$ cat src/rtl/acc_datapath.sv
// Accumulator-machine datapath: MAR/MBR/PC/IR/BR/ACC plus ALU, driven one micro-op word per cycle.
// Each register loads on the edge after its control bit; conflicting or unimplemented micro-ops raise a sticky ctrl_err.
module acc_datapath #(
    parameter int DATA_W = 16,
    parameter int ADDR_W = 8
) (
    input  logic              clk,
    input  logic              rst_n,
    input  logic [31:0]       Control_Signals,
    output logic [ADDR_W-1:0] mem_addr,
    input  logic [DATA_W-1:0] mem_rdata,
    output logic [DATA_W-1:0] mem_wdata,
    output logic              mem_we,
    output logic [DATA_W-1:0] IR_out,
    output logic [3:0]        ALUflags,
    output logic [ADDR_W-1:0] PC_out,
    output logic [DATA_W-1:0] ACC_out,
    output logic              ctrl_err
);

    localparam int SHW = $clog2(DATA_W + 1);

    logic [ADDR_W-1:0] mar, pc;
    logic [DATA_W-1:0] mbr, ir, br, acc;
    logic [3:0]        flags;
    logic              err;

    logic [31:0] c;
    assign c = Control_Signals;

    logic [7:0] alu_sel;
    logic       alu_multi;
    logic       conflict;
    assign alu_sel   = {c[21], c[20], c[19], c[18], c[17], c[15], c[13], c[9]};
    assign alu_multi = (alu_sel & (alu_sel - 8'd1)) != 8'd0;
    assign conflict  = (c[3] & c[12]) | (c[5] & c[10]) | (c[6] & c[14]) | alu_multi | c[16];

    logic unused_ctrl;
    assign unused_ctrl = ^{c[31:22], c[2:0]};

    logic [DATA_W-1:0]          res;
    logic                       cf, of, alu_go;
    logic signed [DATA_W:0]     sum_s;
    logic [2*DATA_W-1:0]        prod;
    logic [DATA_W:0]            shl_ext, shr_ext;

    // Lowest-indexed ALU op wins; all operands are pre-edge register values.
    always_comb begin
        res     = acc;
        cf      = 1'b0;
        of      = 1'b0;
        alu_go  = 1'b1;
        sum_s   = '0;
        prod    = '0;
        shl_ext = '0;
        shr_ext = '0;
        if (c[9]) begin
            {cf, res} = {1'b0, acc} + {1'b0, br};
            sum_s     = $signed({acc[DATA_W-1], acc}) + $signed({br[DATA_W-1], br});
            of        = sum_s[DATA_W] != sum_s[DATA_W-1];
        end else if (c[13]) begin
            {cf, res} = {1'b0, acc} - {1'b0, br};
            sum_s     = $signed({acc[DATA_W-1], acc}) - $signed({br[DATA_W-1], br});
            of        = sum_s[DATA_W] != sum_s[DATA_W-1];
        end else if (c[15]) begin
            prod = {{DATA_W{1'b0}}, acc} * {{DATA_W{1'b0}}, br};
            res  = prod[DATA_W-1:0];
            cf   = |prod[2*DATA_W-1:DATA_W];
            of   = cf;
        end else if (c[17]) begin
            if (32'(br) > 32'(DATA_W)) begin
                res = '0;
            end else begin
                shl_ext = {1'b0, acc} << br[SHW-1:0];
                res     = shl_ext[DATA_W-1:0];
                cf      = shl_ext[DATA_W];
            end
        end else if (c[18]) begin
            if (32'(br) > 32'(DATA_W)) begin
                res = '0;
            end else begin
                shr_ext = {acc, 1'b0} >> br[SHW-1:0];
                res     = shr_ext[DATA_W:1];
                cf      = shr_ext[0];
            end
        end else if (c[19]) begin
            res = acc & br;
        end else if (c[20]) begin
            res = acc | br;
        end else if (c[21]) begin
            res = ~br;
        end else begin
            alu_go = 1'b0;
        end
    end

    always_ff @(posedge clk or negedge rst_n) begin
        if (!rst_n) begin
            mar   <= '0;
            mbr   <= '0;
            pc    <= '0;
            ir    <= '0;
            br    <= '0;
            acc   <= '0;
            flags <= 4'b0000;
            err   <= 1'b0;
        end else begin
            if (c[12])      mbr <= acc;
            else if (c[3])  mbr <= mem_rdata;
            if (c[4])       ir  <= mbr;
            if (c[7])       br  <= mbr;
            if (c[10])      mar <= pc;
            else if (c[5])  mar <= mbr[ADDR_W-1:0];
            if (c[14])      pc  <= mbr[ADDR_W-1:0];
            else if (c[6])  pc  <= pc + ADDR_W'(1);
            if (c[8]) begin
                acc <= '0;
            end else if (alu_go) begin
                acc   <= res;
                flags <= {res == '0, cf, of, res[DATA_W-1]};
            end
            if (conflict)   err <= 1'b1;
        end
    end

    // Write strobe is gated by rst_n so no write can escape while reset is asserted.
    assign mem_we    = rst_n & c[11] & ~c[3];
    assign mem_addr  = mar;
    assign mem_wdata = mbr;
    assign IR_out    = ir;
    assign ALUflags  = flags;
    assign PC_out    = pc;
    assign ACC_out   = acc;
    assign ctrl_err  = err;

endmodule
$ cat config.mk
export PLATFORM = sky130hd
export DESIGN_NAME = acc_datapath
export DESIGN_NICKNAME = d
export VERILOG_FILES = /design/src/rtl/acc_datapath.sv
export SDC_FILE = /design/constraint.sdc
export NUM_CORES = 1
export LEC_CHECK = 0
export BUFFER_PORTS_ARGS = -buffer_cell sky130_fd_sc_hd__buf_2
export CAP_MARGIN = 20
export CORE_MARGIN = 1.5
export CORE_UTILIZATION = 54
export CTS_CLUSTER_SIZE = 14
export DETAILED_ROUTE_END_ITERATION = 7
export PLACE_DENSITY = 0.73
export SLEW_MARGIN = 20
export SYNTH_ARGS = -nofsm -noshare
export SYNTH_HDL_FRONTEND = slang
export SYNTH_SLANG_ARGS = --single-unit
$ cat constraint.sdc
create_clock -name clk -period 22.5 [get_ports clk]
set_clock_uncertainty 0.05 [all_clocks]
set_input_delay 1.125 -clock clk [delete_from_list [all_inputs] [get_ports clk]]
set_output_delay 1.125 -clock clk [all_outputs]
set_load 0.02 [all_outputs]
; ---- Word-level counts from Yosys, hierarchy flattened
; Cells that the tools add are included.
[classes]
n_addsub = 6
multipliers = 1
n_div = 0
order_cmp = 1
n_eq_ne = 2
n_shift = 2
muxes = 36
bitwise_logic = 15
reduce_logical = 8
[op_table]
columns = cell, count
row1 = 16-bit two-way mux, 14
row2 = 16-bit by 16-bit adder with 17-bit output, 2
row3 = 16-bit by 16-bit subtractor with 17-bit output, 2
row4 = 16-bit by 16-bit multiplier with 32-bit output, 1
row5 = 8-bit two-way mux, 4
row6 = 1-bit two-way mux, 18
row7 = 16-bit by 5-bit left shift with 17-bit output, 1
row8 = 17-bit by 5-bit >> shifter with 17-bit output, 1
row9 = 16-bit bitwise AND, 1
row10 = 16-bit by 5-bit greater-than comparator with 1-bit output (second input constant), 1
row11 = 16-bit logical NOT, 1
row12 = 16-bit inverter, 1
row13 = 16-bit bitwise OR, 1
row14 = 16-bit OR reduction, 1
row15 = 8-bit by 1-bit adder with 8-bit output (second input constant), 1
row16 = 8-bit bitwise AND, 1
row17 = 2-bit nonzero test, 4
row18 = 8-bit nonzero test, 1
row19 = 8-bit by 1-bit subtractor with 8-bit output (second input constant), 1
row20 = 1-bit bitwise AND, 5
row21 = 1-bit bitwise OR, 4
row22 = 1-bit inequality test, 2
row23 = 1-bit inverter, 2
row24 = 2-bit AND reduction, 1
[word_totals]
reg_bits = 85
latchBits = 0
ramBits = 0
romBits = 0
input_bits = 50
output_inout_bits = 70
wordCells = 79
mem_count = 0

; ---- Depth between registers and ports, before layout
; Gate-level depths: netlist of the first run.
[logic_depth]
word_depth = 11
ltp_mapped = 28
ltp_nobuf = 24

; ---- Least setup slack after synthesis of the first run
; OpenSTA, ideal clock, no wires.
[synth_timing]
path_type = flip-flop to flip-flop
start = register br[1]
end = register flags[2], in the netlist ALUflags[2]
setup_ns = 0.152
arrival_time_ns = 7.359
required_time_ns = 22.298
slack_ns = 14.939
stages_incl_launch_ff = 26
n_path_buf = 5
period_less_slack_ns = 7.561
path_cell_list = dfrtp_1 -> buf_4 -> buf_2 -> buf_2 -> clkbuf_1 -> buf_1 -> nand2_1 -> fa_1 -> fa_1 -> inv_1 -> fa_1 -> inv_1 -> fa_1 -> fa_1 -> fa_1 -> inv_1 -> ha_1 -> and4_1 -> nor2b_1 -> a32oi_1 -> a21oi_1 -> or4_1 -> a211o_1 -> a2111oi_0 -> a32o_1 -> a31oi_1
[synth_via]
elab_chain_len = 7
elab_cells_between_ends = 14
cone_classes = 2 x add/sub / 1 x mul / 1 x order compare / 2 x shift / 7 x mux / 1 x reduce/logical
[synth_rtl]
columns = item, line_no
row1 = start: declaration, 24  ; logic [DATA_W-1:0] mbr, ir, br, acc;
row2 = start signal: assignment, 111  ; if (c[7]) br <= mbr;
row3 = branches (longest 6 deep; another with 16-bit by 16-bit multiplier with 32-bit output), --
row4 = 1-bit two-way mux *, 57  ; if (c[9]) begin
row5 = end signal: assignment, 120  ; flags <= {res == '0, cf, of, res[DATA_W-1]};
row6 = end: declaration, 25  ; logic [3:0] flags;
; Mark *: on every way between the ends.
; A chain may end at the register's enable or synchronous reset.

; ---- Final worst setup path of the first run
[layout_timing]
start = register br[5]
end = register flags[1], in the netlist ALUflags[1]
[layout_via]
elab_chain_len = 5
elab_cells_between_ends = 9
cone_classes = 2 x add/sub / 1 x mul / 2 x eq/ne / 3 x mux / 1 x reduce/logical
[layout_rtl]
columns = item, line_no
row1 = 16-bit by 16-bit multiplier with 32-bit output, 66  ; prod = {{DATA_W{1'b0}}, acc} * {{DATA_W{1'b0}}, br};
row2 = 16-bit OR reduction, 68  ; cf = |prod[2*DATA_W-1:DATA_W];
row3 = 1-bit two-way mux, 65  ; end else if (c[15]) begin
row4 = 1-bit two-way mux, 61  ; end else if (c[13]) begin
row5 = 1-bit two-way mux *, 57
; Every way passes the cells marked *; elsewhere a longest branch is shown, timed or not.

==> results of run 1 <==
==> cell type report <==
cell class | count | area (um^2) | area share
clock inverter | 6 | 46.3 | 0.00268
timing repair buffer | 134 | 743 | 0.0430
inverter | 260 | 976 | 0.0564
multi-input combinational | 1478 | 12700 | 0.734
tap | 390 | 488 | 0.0282
sequential | 85 | 2130 | 0.123
clock buffer | 9 | 225 | 0.0130
==> routing by layer <==
| layer | vias to the layer above | track usage | wire length [um] |
|---|---|---|---|
| met4 | 0 | 0.171 | 3040 |
| met5 | - | 0 | 0 |
| met3 | 173 | 0.0685 | 5950 |
| li1 | 6571 | - | - |
| met2 | 864 | 0.583 | 26100 |
| met1 | 7528 | 0.535 | 23700 |
==> synth_stat cells (19+ instances only) <==
master | number | area (um^2)
sky130_fd_sc_hd__nand2_1 | 266 | 998
sky130_fd_sc_hd__inv_1 | 247 | 927
sky130_fd_sc_hd__fa_1 | 196 | 3920
sky130_fd_sc_hd__nor2_1 | 177 | 664
sky130_fd_sc_hd__ha_1 | 154 | 1930
sky130_fd_sc_hd__o21ai_0 | 101 | 505
sky130_fd_sc_hd__clkbuf_1 | 96 | 360
sky130_fd_sc_hd__a21oi_1 | 88 | 440
sky130_fd_sc_hd__dfrtp_1 | 85 | 2130
sky130_fd_sc_hd__mux2i_1 | 56 | 561
sky130_fd_sc_hd__nor2b_1 | 31 | 194
sky130_fd_sc_hd__mux2_2 | 29 | 327
sky130_fd_sc_hd__o211ai_1 | 24 | 180
sky130_fd_sc_hd__nor3_1 | 22 | 110
sky130_fd_sc_hd__xnor2_1 | 21 | 184
sky130_fd_sc_hd__nand2b_1 | 20 | 125
sky130_fd_sc_hd__nand3_1 | 19 | 95.1
==> how the worst max path moves through the flow <==
stage / start / end / cells past startpoint
after floorplan: br[1] / ALUflags[2] / 25
after global placement: br[5] / ALUflags[1] / 22
after detailed placement: br[5] / ALUflags[2] / 22
after CTS: br[5] / ALUflags[1] / 22
after global routing: br[5] / ALUflags[1] / 22
final: br[5] / ALUflags[1] / 20
==> kinds of logic after synthesis <==
logic type      count (synthesis)  synth area share
mux                           106            0.0814
fa+ha+maj                     350             0.359
simple gates                  605             0.163
flops                          85             0.131
xor+xnor                       29            0.0156
compound gates                388             0.160
buf+inv                       383            0.0908
==> power breakdown <==
group	switching [uW]	internal (uW)
Clock	64.5	75.0
Sequential	89.7	193
Combinational	1320	774
Total	1480	1040
==> cells in the final DEF, fill, tap and decap left out, drive strengths merged, types with 6 or more instances in the layout <==
cell,n
a2111oi,8
a211o,7
a211oi,13
a21o,16
a21oi,88
a221o,8
a221oi,8
a31oi,18
and2,9
and3,8
buf,134
clkbuf,9
clkinv,13
dfrtp,85
fa,196
ha,154
inv,251
mux2,33
mux2i,56
mux4,17
nand2,266
nand2b,20
nand3,19
nand4,14
nor2,177
nor2b,31
nor3,22
nor4,6
o2111ai,7
o211ai,25
o21ai,102
o221ai,8
o22ai,8
or2,9
or3,12
xnor2,21
xor2,8
==> worst register-to-register path, stage by stage (launching register included) <==
cell and delay [ns]:
sky130_fd_sc_hd__dfrtp_1 0.85, sky130_fd_sc_hd__inv_1 0.62, sky130_fd_sc_hd__nor2_1 0.29, sky130_fd_sc_hd__fa_1 0.43, sky130_fd_sc_hd__inv_1 0.08, sky130_fd_sc_hd__fa_1 0.44
sky130_fd_sc_hd__fa_1 0.53, sky130_fd_sc_hd__fa_1 0.55, sky130_fd_sc_hd__inv_1 0.05, sky130_fd_sc_hd__fa_1 0.49, sky130_fd_sc_hd__fa_1 0.43, sky130_fd_sc_hd__ha_1 0.38
sky130_fd_sc_hd__a21oi_1 0.24, sky130_fd_sc_hd__o21ai_0 0.20, sky130_fd_sc_hd__a32oi_1 0.48, sky130_fd_sc_hd__a21oi_1 0.14, sky130_fd_sc_hd__or4_1 0.47, sky130_fd_sc_hd__a211o_1 0.27
sky130_fd_sc_hd__a2111oi_0 0.41, sky130_fd_sc_hd__a32o_1 0.38, sky130_fd_sc_hd__a31oi_1 0.13
==> flip-flops by register name, indices dropped and copies added (netlist names) <==
register / cells
mem_addr: 8
br: 16
ALUflags: 4
ctrl_err: 1
mem_wdata: 16
ACC_out: 16
PC_out: 8
IR_out: 16
==> stage by stage <==
stage	util	worst slack [ns]	cell area, um^2
6_report	0.584	14.43	17300
5_1_grt	0.584	14.19	17300
4_1_cts	0.584	14.64	17300
3_5_place_dp	0.574	14.65	17000
3_3_place_gp	0.574	14.68	17000
2_1_floorplan	-	14.94	16300
==> run_summary.xml, run 1 <==
<?xml version="1.0" encoding="UTF-8"?>
<metrics>
  <group name="synthesis">
    <metric name="synthArstFlopShare" unit="">1.00</metric>
    <metric name="synthesis.instances" unit="">1946</metric>
    <metric name="synth_ff_type" unit="">sky130_fd_sc_hd__dfrtp_1</metric>
    <metric name="avgSynthCellArea" unit="um^2">8.37</metric>
    <metric name="synth.cell_area" unit="mm^2">0.0163</metric>
    <metric name="synth-edff-count" unit="">0</metric>
    <metric name="nets_in_the_synthesized_netlist" unit="">2346</metric>
    <metric name="synth.ff_latch_count" unit="">85</metric>
    <metric name="yosysWarnings" unit="">0</metric>
    <metric name="synth.yosys.seq_area_share" unit="">0.131</metric>
    <metric name="yosysUniqueCellTypes" unit="">81</metric>
  </group>
  <group name="detailed_routing">
    <metric name="drt_first_iter_violations" unit="">1763</metric>
    <metric name="vias_per_cell" unit="">6.41</metric>
    <metric name="detailedRoute.firstPassIterationCount" unit="">7</metric>
    <metric name="routed_wire_length" unit="um">58900</metric>
    <metric name="detail_route.drc_violations" unit="">0</metric>
    <metric name="vias" unit="">15100</metric>
    <metric name="antenna_violating_nets_post_route" unit="">0</metric>
    <metric name="routed_wire_length_per_instance" unit="um">24.9</metric>
  </group>
  <group name="timing">
    <metric name="hold_viol_final" unit="">0</metric>
    <metric name="max_slew_margin" unit="">0.280</metric>
    <metric name="timing.final.max_slew_violations" unit="">0</metric>
    <metric name="worst-slew-pin-transition" unit="ns">1.07</metric>
    <metric name="worst_hold_slack" unit="ns">0.456</metric>
    <metric name="rsz0062_at_grt" unit="">no</metric>
    <metric name="tcrit_tclk_final" unit="">0.359</metric>
    <metric name="timing.final.setup_violations" unit="">0</metric>
    <metric name="max_clock_freq" unit="MHz">124</metric>
    <metric name="tns" unit="ns">0</metric>
    <metric name="post-route-min-period" unit="ns">8.07</metric>
  </group>
  <group name="worst_hold_path">
    <metric name="hold_path.class" unit="">reg2reg</metric>
    <metric name="min_path_cells" unit="">2</metric>
    <metric name="min_to" unit="">ALUflags[3]</metric>
    <metric name="hold_path_startpoint" unit="">ALUflags[3]</metric>
  </group>
  <group name="floorplan">
    <metric name="fp-row-count" unit="">63</metric>
    <metric name="fp.coreArea" unit="mm^2">0.0296</metric>
    <metric name="die-height" unit="um">177</metric>
    <metric name="die_width" unit="um">177</metric>
    <metric name="io_pins" unit="">120</metric>
    <metric name="die-area" unit="mm^2">0.0312</metric>
    <metric name="initial_cell_density_of_the_core" unit="">0.550</metric>
  </group>
  <group name="critical_path">
    <metric name="critical_path.most_common_cell" unit="">sky130_fd_sc_hd__fa_1</metric>
    <metric name="worst_path_required_time" unit="ns">22.62</metric>
    <metric name="worstPathCellList" unit="">inv_1 &gt; nor2_1 &gt; fa_1 &gt; inv_1 &gt; fa_1 &gt; fa_1 &gt; fa_1 &gt; inv_1 &gt; fa_1 &gt; fa_1 &gt; ha_1 &gt; a21oi_1 &gt; o21ai_0 &gt; a32oi_1 &gt; a21oi_1 &gt; or4_1 &gt; a211o_1 &gt; a2111oi_0 &gt; a32o_1 &gt; a31oi_1</metric>
    <metric name="critical_path.max_stage_delay" unit="ns">0.85</metric>
    <metric name="slowest_stage" unit="">sky130_fd_sc_hd__dfrtp_1</metric>
    <metric name="setup.worst_path.class" unit="">reg2reg</metric>
    <metric name="ff2ff_setup_slack" unit="ns">14.43</metric>
    <metric name="reg2reg_from" unit="">br[5]</metric>
    <metric name="kind_of_end_point_of_the_critical_path" unit="">flop</metric>
    <metric name="critical-path-top-delay-family" unit="">adder cells</metric>
    <metric name="startpoint_type" unit="">flop</metric>
    <metric name="worstRegToRegCells" unit="">20</metric>
    <metric name="regToRegEndpoint" unit="">ALUflags[1]</metric>
    <metric name="timing.critical_path.buf_inv" unit="">3</metric>
    <metric name="timing.critical_path.fanout_max" unit="">12</metric>
    <metric name="timing.critical_path.arrival" unit="ns">8.19</metric>
  </group>
  <group name="clock_network">
    <metric name="ctsHoldBuffers" unit="">0</metric>
    <metric name="tritoncts" unit="">built</metric>
    <metric name="clkLatencyLatePin" unit="ns">0.34</metric>
    <metric name="cts_setup_buffers" unit="">0</metric>
    <metric name="cts_made_buffers" unit="">9</metric>
    <metric name="clock_sinks" unit="">85</metric>
    <metric name="clk_root_buffer_cell" unit="">sky130_fd_sc_hd__clkbuf_16</metric>
    <metric name="clk_transition_reported_paths" unit="ns">0.07</metric>
    <metric name="ctsLongestPathBuffers" unit="">2</metric>
    <metric name="ctsHtreeMaxLevel" unit="">3</metric>
    <metric name="post_cts.resized_instances" unit="">0</metric>
  </group>
  <group name="global_route">
    <metric name="grt_pass1_wl" unit="um">89500</metric>
    <metric name="grtUsageTotal" unit="">0.384</metric>
    <metric name="grt-ovfl-total" unit="">0</metric>
    <metric name="first_global_vias" unit="">14700</metric>
    <metric name="grt_start_max_net_pins" unit="">70</metric>
    <metric name="antenna_found_initial" unit="">0</metric>
  </group>
  <group name="status">
    <metric name="status" unit="">complete, no violations</metric>
  </group>
  <group name="placement">
    <metric name="globalplace.congestion" unit="">1.05</metric>
    <metric name="portBuffers" unit="">106</metric>
    <metric name="cell_count_after_placement" unit="">2347</metric>
    <metric name="place.detailed.hpwl" unit="um">43900</metric>
  </group>
  <group name="power_and_ir_drop">
    <metric name="power_density" unit="mW/mm^2">146</metric>
    <metric name="leakagePower" unit="uW">0.00790</metric>
    <metric name="finalPower" unit="uW">2520</metric>
    <metric name="ir_worst_vdd" unit="mV">0.160</metric>
  </group>
  <group name="cells_and_area">
    <metric name="layout-area-overhead-vs-synth" unit="%">6.14</metric>
    <metric name="diodes" unit="">0</metric>
    <metric name="layout.filler_cells" unit="">2751</metric>
    <metric name="stdcell_count" unit="">2362</metric>
    <metric name="net_count_of_the_finished_layout" unit="">2368</metric>
    <metric name="drive_above_1_share" unit="">0.114</metric>
  </group>
  <group name="run">
    <metric name="max_cap_check_violation_count" unit="">0</metric>
  </group>
</metrics>
Power figures use the tool's default switching activity.
==> inputs of run 2 (changes only) <==
Settings changed: ABC_AREA set to 1, PLACE_DENSITY 0.73 to 0.72.
Clock period 22.5 ns to 7.9 ns, I/O delays scaled along.
==> run 2 against run 1 <==
- power rose to 3.6 times the previous value
- worst setup slack got worse by 14 ns
- die area is 7.2% higher
- fmax grew 15%
==> run_summary.xml, run 2 <==
<?xml version="1.0" encoding="UTF-8"?>
<metrics>
  <group name="status">
    <metric name="status" unit="">complete, no violations</metric>
  </group>
  <group name="global_route">
    <metric name="grt_pass1_wl" unit="um">93900</metric>
    <metric name="antenna_found_initial" unit="">1</metric>
    <metric name="grt_start_max_net_pins" unit="">58</metric>
    <metric name="grtUsageTotal" unit="">0.368</metric>
    <metric name="grt-ovfl-total" unit="">0</metric>
    <metric name="first_global_vias" unit="">16600</metric>
  </group>
  <group name="synthesis">
    <metric name="yosysWarnings" unit="">0</metric>
    <metric name="synth.ff_latch_count" unit="">85</metric>
    <metric name="fraction_of_post_synthesis_cell_area_in_the_top_cell_type_by_area" unit="">0.224</metric>
    <metric name="synth.cell_area" unit="mm^2">0.0175</metric>
    <metric name="synth_top_cell_by_area" unit="">sky130_fd_sc_hd__fa_1</metric>
    <metric name="synth-edff-count" unit="">0</metric>
    <metric name="synth_common_cells" unit="">799 x sky130_fd_sc_hd__nand2_1, 502 x sky130_fd_sc_hd__inv_1, 196 x sky130_fd_sc_hd__fa_1</metric>
    <metric name="synth_top_family_by_area" unit="">adder cells</metric>
    <metric name="synth_xor_xnor_area_share" unit="">0.0120</metric>
    <metric name="synth.yosys.seq_area_share" unit="">0.122</metric>
    <metric name="synthArstFlopShare" unit="">1.00</metric>
    <metric name="synth.mux.area_fraction" unit="">0.00515</metric>
    <metric name="synth_fa_ha_area_frac" unit="">0.335</metric>
    <metric name="synth-compound-area-share" unit="">0.0867</metric>
    <metric name="post_synth_main_area_contributors" unit="">sky130_fd_sc_hd__fa_1 22%, sky130_fd_sc_hd__nand2_1 17%, sky130_fd_sc_hd__dfrtp_1 12%, sky130_fd_sc_hd__ha_1 11%, sky130_fd_sc_hd__inv_1 11%</metric>
    <metric name="avgSynthCellArea" unit="um^2">6.69</metric>
    <metric name="synthesis.instances" unit="">2615</metric>
    <metric name="nets_in_the_synthesized_netlist" unit="">3015</metric>
    <metric name="post_synth_and_or_nand_nor_area_fraction" unit="">0.292</metric>
    <metric name="synth_ff_type" unit="">sky130_fd_sc_hd__dfrtp_1</metric>
    <metric name="yosysUniqueCellTypes" unit="">54</metric>
    <metric name="yosys.cell_count.top_type" unit="">sky130_fd_sc_hd__nand2_1</metric>
  </group>
  <group name="detailed_routing">
    <metric name="detailedRoute.firstPassIterationCount" unit="">6</metric>
    <metric name="antenna_violating_nets_post_route" unit="">0</metric>
    <metric name="detail_route.drc_violations" unit="">0</metric>
    <metric name="vias" unit="">17300</metric>
    <metric name="drt_first_iter_violations" unit="">1825</metric>
    <metric name="routed_wire_length_per_instance" unit="um">19.9</metric>
    <metric name="vias_per_cell" unit="">5.69</metric>
    <metric name="routed_wire_length" unit="um">60600</metric>
  </group>
  <group name="timing">
    <metric name="hold_viol_final" unit="">0</metric>
    <metric name="timing.final.max_slew_violations" unit="">0</metric>
    <metric name="post-route-min-period" unit="ns">6.99</metric>
    <metric name="tns" unit="ns">0</metric>
    <metric name="worst-slew-pin-transition" unit="ns">1.21</metric>
    <metric name="max_slew_margin" unit="">0.173</metric>
    <metric name="timing.final.setup_violations" unit="">0</metric>
    <metric name="max_clock_freq" unit="MHz">143</metric>
    <metric name="rsz0062_at_grt" unit="">no</metric>
    <metric name="tcrit_tclk_final" unit="">0.885</metric>
  </group>
  <group name="clock_network">
    <metric name="clk_transition_reported_paths" unit="ns">0.07</metric>
    <metric name="ctsHoldBuffers" unit="">1</metric>
    <metric name="clock_sinks" unit="">85</metric>
    <metric name="tritoncts" unit="">built</metric>
    <metric name="ctsHtreeMaxLevel" unit="">3</metric>
    <metric name="clkLatencyLatePin" unit="ns">0.34</metric>
    <metric name="post_cts.resized_instances" unit="">0</metric>
    <metric name="cts_made_buffers" unit="">9</metric>
    <metric name="clk_root_buffer_cell" unit="">sky130_fd_sc_hd__clkbuf_16</metric>
    <metric name="ctsLongestPathBuffers" unit="">2</metric>
    <metric name="cts_setup_buffers" unit="">0</metric>
  </group>
  <group name="critical_path">
    <metric name="kind_of_end_point_of_the_critical_path" unit="">flop</metric>
    <metric name="setup.worst_path.class" unit="">reg2reg</metric>
    <metric name="timing.critical_path.arrival" unit="ns">7.22</metric>
    <metric name="worst_path_required_time" unit="ns">8.13</metric>
    <metric name="startpoint_type" unit="">flop</metric>
    <metric name="timing.critical_path.fanout_max" unit="">10</metric>
  </group>
  <group name="cells_and_area">
    <metric name="drive_above_1_share" unit="">0.0824</metric>
    <metric name="net_count_of_the_finished_layout" unit="">3042</metric>
    <metric name="diodes" unit="">0</metric>
    <metric name="layout_commonest_cell" unit="">sky130_fd_sc_hd__nand2_1</metric>
    <metric name="fin_util" unit="">0.583</metric>
    <metric name="layout-area-overhead-vs-synth" unit="%">5.74</metric>
    <metric name="most-common-layout-cells" unit="">799 x sky130_fd_sc_hd__nand2_1, 502 x sky130_fd_sc_hd__inv_1, 196 x sky130_fd_sc_hd__fa_1</metric>
  </group>
  <group name="power_and_ir_drop">
    <metric name="power_density" unit="mW/mm^2">489</metric>
    <metric name="ir_worst_vdd" unit="mV">0.454</metric>
    <metric name="internal_power" unit="uW">3530</metric>
    <metric name="netSwitchingFraction" unit="">0.610</metric>
    <metric name="share_clk_of_total_power" unit="">0.055</metric>
    <metric name="netSwitchingPower" unit="uW">5510</metric>
    <metric name="leakagePower" unit="uW">0.0103</metric>
    <metric name="power.combinational.fraction" unit="">0.855</metric>
    <metric name="p_seq_frac" unit="">0.090</metric>
  </group>
  <group name="floorplan">
    <metric name="die-area" unit="mm^2">0.0335</metric>
    <metric name="io_pins" unit="">120</metric>
    <metric name="fp-row-count" unit="">65</metric>
    <metric name="fp.coreArea" unit="mm^2">0.0317</metric>
    <metric name="die_width" unit="um">183</metric>
    <metric name="initial_cell_density_of_the_core" unit="">0.551</metric>
    <metric name="die-height" unit="um">183</metric>
  </group>
  <group name="worst_hold_path">
    <metric name="hold_path.class" unit="">in2reg</metric>
  </group>
  <group name="placement">
    <metric name="globalplace.congestion" unit="">1.03</metric>
    <metric name="portBuffers" unit="">106</metric>
    <metric name="place.detailed.hpwl" unit="um">48600</metric>
  </group>
  <group name="run">
    <metric name="max_cap_check_violation_count" unit="">0</metric>
  </group>
</metrics>
[run 2: cell count changes after synthesis, sizes merged, moves of 31 or more]
cell    delta
nand3    +151
clkbuf    -66
nor2b     -31
nand2    +547
mux2i     -56
inv      +267
buf       +65
[run 2: cell families (layout without fill, tap and decap cells)]
| group | count (synthesis) | in the layout |
|---|---|---|
| xor gates and xnor gates | 24 | 24 |
| muxes | 8 | 8 |
| and+or+nand+nor | 1239 | 1239 |
| AOI/OAI and AO/OA | 267 | 267 |
| buffers and inverters | 642 | 674 |
| adders and majority gates | 350 | 350 |
| DFF | 85 | 85 |
[run 2: per-layer routing]
layer  GRT usage  up-vias  share of wire
met5           0        -        0.00013
met4       0.172        2          0.050
met3      0.0665      146           0.11
met2       0.555      940           0.43
met1       0.514     8227           0.42
li1            -     8028              -
[run 2: per-stage QoR]
stage | setup WS, ns | hold slack (ns) | cells | cell area (um^2) | power, uW
finish | 0.906 | 0.241 | 3049 | 18500 | 9030
global route | 0.684 | 0.246 | 3049 | 18500 | 10100
CTS | 1.07 | 0.232 | 3049 | 18500 | 8930
detailed placement | 1.10 | 0.296 | 3032 | 18100 | 8350
global placement | 1.12 | 0.289 | 3032 | 18100 | 8260
floorplan | 1.79 | 0.0494 | 2615 | 17500 | 6370
[run 2: worst paths after layout]
check / from / endpoint / slack (ns) / cells past startpoint
max reg2reg: br[5] / ALUflags[3] / 0.91 / 26
min reg2reg: ALUflags[0] / ALUflags[0] / 0.43 / 2
min: mem_rdata[8] / mem_wdata[8] / 0.24 / 3
min in group asynchronous: rst_n / mem_addr[1] / 0.47 / 2
max: br[5] / ALUflags[3] / 0.91 / 26
max in group asynchronous: rst_n / br[11] / 6.22 / 3
[run 2: area by class of cell]
| class | count | area (um^2) |
|---|---|---|
| multi-input cells | 1888 | 12800 |
| clock inverters | 6 | 118 |
| well taps | 402 | 503 |
| inverters | 520 | 1950 |
| repair buffers | 138 | 776 |
| flip-flops and latches | 85 | 2130 |
| clock buffers | 10 | 229 |
| fillers | 3118 | 13200 |
[run 2: worst max-delay path, stage by stage, from the launching register on]
cell	delay, ns
sky130_fd_sc_hd__dfrtp_1	0.78
sky130_fd_sc_hd__ha_1	0.62
sky130_fd_sc_hd__fa_1	0.51
sky130_fd_sc_hd__inv_1	0.08
sky130_fd_sc_hd__fa_1	0.41
sky130_fd_sc_hd__inv_1	0.09
sky130_fd_sc_hd__fa_1	0.42
sky130_fd_sc_hd__ha_1	0.32
sky130_fd_sc_hd__fa_1	0.49
sky130_fd_sc_hd__inv_1	0.06
sky130_fd_sc_hd__fa_1	0.49
sky130_fd_sc_hd__inv_1	0.05
sky130_fd_sc_hd__ha_1	0.39
sky130_fd_sc_hd__nand2_1	0.16
sky130_fd_sc_hd__nor2_1	0.31
sky130_fd_sc_hd__nand3_1	0.18
sky130_fd_sc_hd__nand3_1	0.24
sky130_fd_sc_hd__nand2_1	0.09
sky130_fd_sc_hd__nand3_1	0.20
sky130_fd_sc_hd__nand2_1	0.10
sky130_fd_sc_hd__nand2_1	0.13
sky130_fd_sc_hd__nand3_1	0.16
sky130_fd_sc_hd__nor2_1	0.15
sky130_fd_sc_hd__nand2_1	0.06
sky130_fd_sc_hd__nor2_1	0.17
sky130_fd_sc_hd__nand3_1	0.12
sky130_fd_sc_hd__nand2_1	0.09
[run 2: power groups by stage]
stage | Clock [uW] | Combinational (uW) | Sequential, uW
2_1_floorplan | 0 | 5670 | 708
3_3_place_gp | 0 | 7450 | 804
3_5_place_dp | 0 | 7540 | 808
4_1_cts | 501 | 7630 | 802
5_1_grt | 516 | 8740 | 825
6_report | 496 | 7720 | 816
==> inputs of run 3 (changes only) <==
Settings changed: PLACE_DENSITY 0.72 to 0.75.
Clock period 7.9 ns to 5.7 ns, I/O delays scaled along.
==> run 3 against run 2 <==
- the flow now finishes with violations (setup timing)
- non-clock buffer count up 194
- critical path depth unchanged
- register-to-register slack worse by 1.1 ns
- via count up 6.5%
- clock-buffer cell count down 1
- first-iteration DRC count up 18%
- global-route usage up 1.6 points
- routed wire length up 7.1%
==> run_summary.xml, run 3 (synthesis gave the netlist of run 2 again) <==
<?xml version="1.0" encoding="UTF-8"?>
<metrics>
  <group name="timing">
    <metric name="worst-slew-pin-transition" unit="ns">0.920</metric>
    <metric name="hold_viol_final" unit="">0</metric>
    <metric name="max_slew_margin" unit="">0.383</metric>
    <metric name="final.setup.worst_slack" unit="ns">-0.193</metric>
    <metric name="post-route-min-period" unit="ns">5.89</metric>
    <metric name="tcrit_tclk_final" unit="">1.03</metric>
    <metric name="rsz0062_at_grt" unit="">yes</metric>
    <metric name="max_clock_freq" unit="MHz">170</metric>
    <metric name="worst_hold_slack" unit="ns">0.127</metric>
    <metric name="tns" unit="ns">-0.765</metric>
    <metric name="timing.final.max_slew_violations" unit="">0</metric>
    <metric name="timing.final.setup_violations" unit="">5</metric>
  </group>
  <group name="cells_and_area">
    <metric name="layout-area-overhead-vs-synth" unit="%">19.4</metric>
    <metric name="most-common-layout-cells" unit="">754 x sky130_fd_sc_hd__nand2_1, 488 x sky130_fd_sc_hd__inv_1, 196 x sky130_fd_sc_hd__buf_4</metric>
    <metric name="ff_latch_area" unit="mm^2">0.00216</metric>
    <metric name="net_count_of_the_finished_layout" unit="">3236</metric>
    <metric name="stdcell_count" unit="">3244</metric>
    <metric name="layout_commonest_cell" unit="">sky130_fd_sc_hd__nand2_1</metric>
    <metric name="drive_above_1_share" unit="">0.201</metric>
    <metric name="multiInputGateArea" unit="mm^2">0.0135</metric>
    <metric name="layout.filler_cells" unit="">2842</metric>
  </group>
  <group name="critical_path">
    <metric name="kind_of_end_point_of_the_critical_path" unit="">flop</metric>
    <metric name="timing.critical_path.arrival" unit="ns">6.08</metric>
    <metric name="setup.worst_path.class" unit="">reg2reg</metric>
    <metric name="timing.critical_path.fanout_max" unit="">8</metric>
    <metric name="worst_path_required_time" unit="ns">5.88</metric>
    <metric name="startpoint_type" unit="">flop</metric>
  </group>
  <group name="global_route">
    <metric name="grtUsageTotal" unit="">0.385</metric>
    <metric name="antenna_found_initial" unit="">0</metric>
    <metric name="first_global_vias" unit="">17900</metric>
    <metric name="grt_start_max_net_pins" unit="">55</metric>
    <metric name="grt_pass1_wl" unit="um">98900</metric>
    <metric name="grt-ovfl-total" unit="">0</metric>
  </group>
  <group name="floorplan">
    <metric name="die_width" unit="um">183</metric>
    <metric name="die-area" unit="mm^2">0.0335</metric>
    <metric name="io_pins" unit="">120</metric>
    <metric name="fp.coreArea" unit="mm^2">0.0317</metric>
    <metric name="die-height" unit="um">183</metric>
    <metric name="initial_cell_density_of_the_core" unit="">0.551</metric>
    <metric name="fp-row-count" unit="">65</metric>
  </group>
  <group name="clock_network">
    <metric name="ctsHtreeMaxLevel" unit="">3</metric>
    <metric name="clk_root_buffer_cell" unit="">sky130_fd_sc_hd__clkbuf_16</metric>
    <metric name="tritoncts" unit="">built</metric>
    <metric name="clock_sinks" unit="">85</metric>
    <metric name="ctsLongestPathBuffers" unit="">2</metric>
    <metric name="clkLatencyLatePin" unit="ns">0.35</metric>
    <metric name="clk_transition_reported_paths" unit="ns">0.07</metric>
    <metric name="cts_made_buffers" unit="">9</metric>
  </group>
  <group name="run">
    <metric name="max_cap_check_violation_count" unit="">0</metric>
  </group>
  <group name="detailed_routing">
    <metric name="routed_wire_length_per_instance" unit="um">20.0</metric>
    <metric name="detail_route.drc_violations" unit="">0</metric>
    <metric name="routed_wire_length" unit="um">64900</metric>
    <metric name="drt_first_iter_violations" unit="">2149</metric>
    <metric name="vias_per_cell" unit="">5.69</metric>
    <metric name="antenna_violating_nets_post_route" unit="">0</metric>
    <metric name="detailedRoute.firstPassIterationCount" unit="">6</metric>
    <metric name="vias" unit="">18500</metric>
  </group>
  <group name="placement">
    <metric name="place.detailed.hpwl" unit="um">51700</metric>
    <metric name="globalplace.congestion" unit="">1.03</metric>
    <metric name="cell_count_after_placement" unit="">3176</metric>
    <metric name="portBuffers" unit="">106</metric>
  </group>
  <group name="worst_hold_path">
    <metric name="hold_path.class" unit="">in2reg</metric>
  </group>
  <group name="status">
    <metric name="failed_checks" unit="">setup timing</metric>
    <metric name="status" unit="">complete, but fails checks</metric>
  </group>
</metrics>
-- run 3: worst max-delay path, stage by stage (launching register included) --
cell and delay, ns:
sky130_fd_sc_hd__dfrtp_2 0.49, sky130_fd_sc_hd__buf_6 0.17, sky130_fd_sc_hd__nand2_1 0.08, sky130_fd_sc_hd__fa_1 0.51
sky130_fd_sc_hd__fa_1 0.56, sky130_fd_sc_hd__fa_1 0.44, sky130_fd_sc_hd__fa_1 0.50, sky130_fd_sc_hd__fa_1 0.54
sky130_fd_sc_hd__inv_1 0.05, sky130_fd_sc_hd__fa_1 0.51, sky130_fd_sc_hd__ha_4 0.34, sky130_fd_sc_hd__nand2_4 0.07
sky130_fd_sc_hd__nor2_4 0.10, sky130_fd_sc_hd__inv_1 0.05, sky130_fd_sc_hd__nor3_2 0.18, sky130_fd_sc_hd__buf_4 0.13
sky130_fd_sc_hd__nand2_1 0.06, sky130_fd_sc_hd__nand3_1 0.08, sky130_fd_sc_hd__nand2_1 0.09, sky130_fd_sc_hd__nor2_1 0.13
sky130_fd_sc_hd__nand2_1 0.07, sky130_fd_sc_hd__nor2_1 0.10, sky130_fd_sc_hd__nand2_1 0.11, sky130_fd_sc_hd__nand2_2 0.14
sky130_fd_sc_hd__nand2_1 0.07, sky130_fd_sc_hd__nand2_1 0.07, sky130_fd_sc_hd__o21ai_1 0.06
-- run 3: worst paths after layout --
check | startpoint | endpoint | slack, ns | cells after the start
min in group asynchronous | rst_n | mem_addr[2] | 0.38 | 2
worst max-delay path | ACC_out[8] | ALUflags[2] | -0.19 | 26
max in group asynchronous | rst_n | br[5] | 4.08 | 3
worst min register to register | IR_out[11] | IR_out[11] | 0.45 | 1
worst min-delay path | mem_rdata[10] | mem_wdata[10] | 0.13 | 3
worst max register to register | ACC_out[8] | ALUflags[2] | -0.19 | 26
-- run 3: layout make-up --
| class | instances | area share |
|---|---|---|
| Antenna cell | 2 | 0.000240 |
| Clock buffer | 9 | 0.0108 |
| Clock inverter | 6 | 0.00420 |
| Inverter | 520 | 0.0938 |
| Multi-Input combinational cell | 1888 | 0.644 |
| Sequential cell | 85 | 0.103 |
| Tap cell | 402 | 0.0241 |
| Timing Repair Buffer | 332 | 0.119 |
-- run 3: routing by layer --
layer  part of all wire  GRT usage  vias up
met3               0.10     0.0711      171
met5                  0          0        -
li1                   -          -     8416
met2               0.45      0.613     1031
met4              0.043      0.156        0
met1               0.40      0.517     8844
-- run 3: through the flow --
step	worst slack [ns]	util	instance area, um^2
2_1_floorplan	-0.00688	-	17600
3_3_place_gp	-0.451	0.611	19400
3_5_place_dp	-0.500	0.611	19400
4_1_cts	-0.112	0.643	20400
5_1_grt	-0.383	0.658	20900
6_report	-0.193	0.658	20900
-- run 3: what timing repair did --
item,CTS,global route
resized for setup,93,98
hold endpoints to repair,32,0
pin swaps,39,72
endpoints found under the setup margin,9,12
hold buffers,1,0
setup buffers,34,16
Power of run 3 is left out: the tool's default activity adds up to more than one toggle a clock period on the data nets, which glitch-free logic cannot reach.
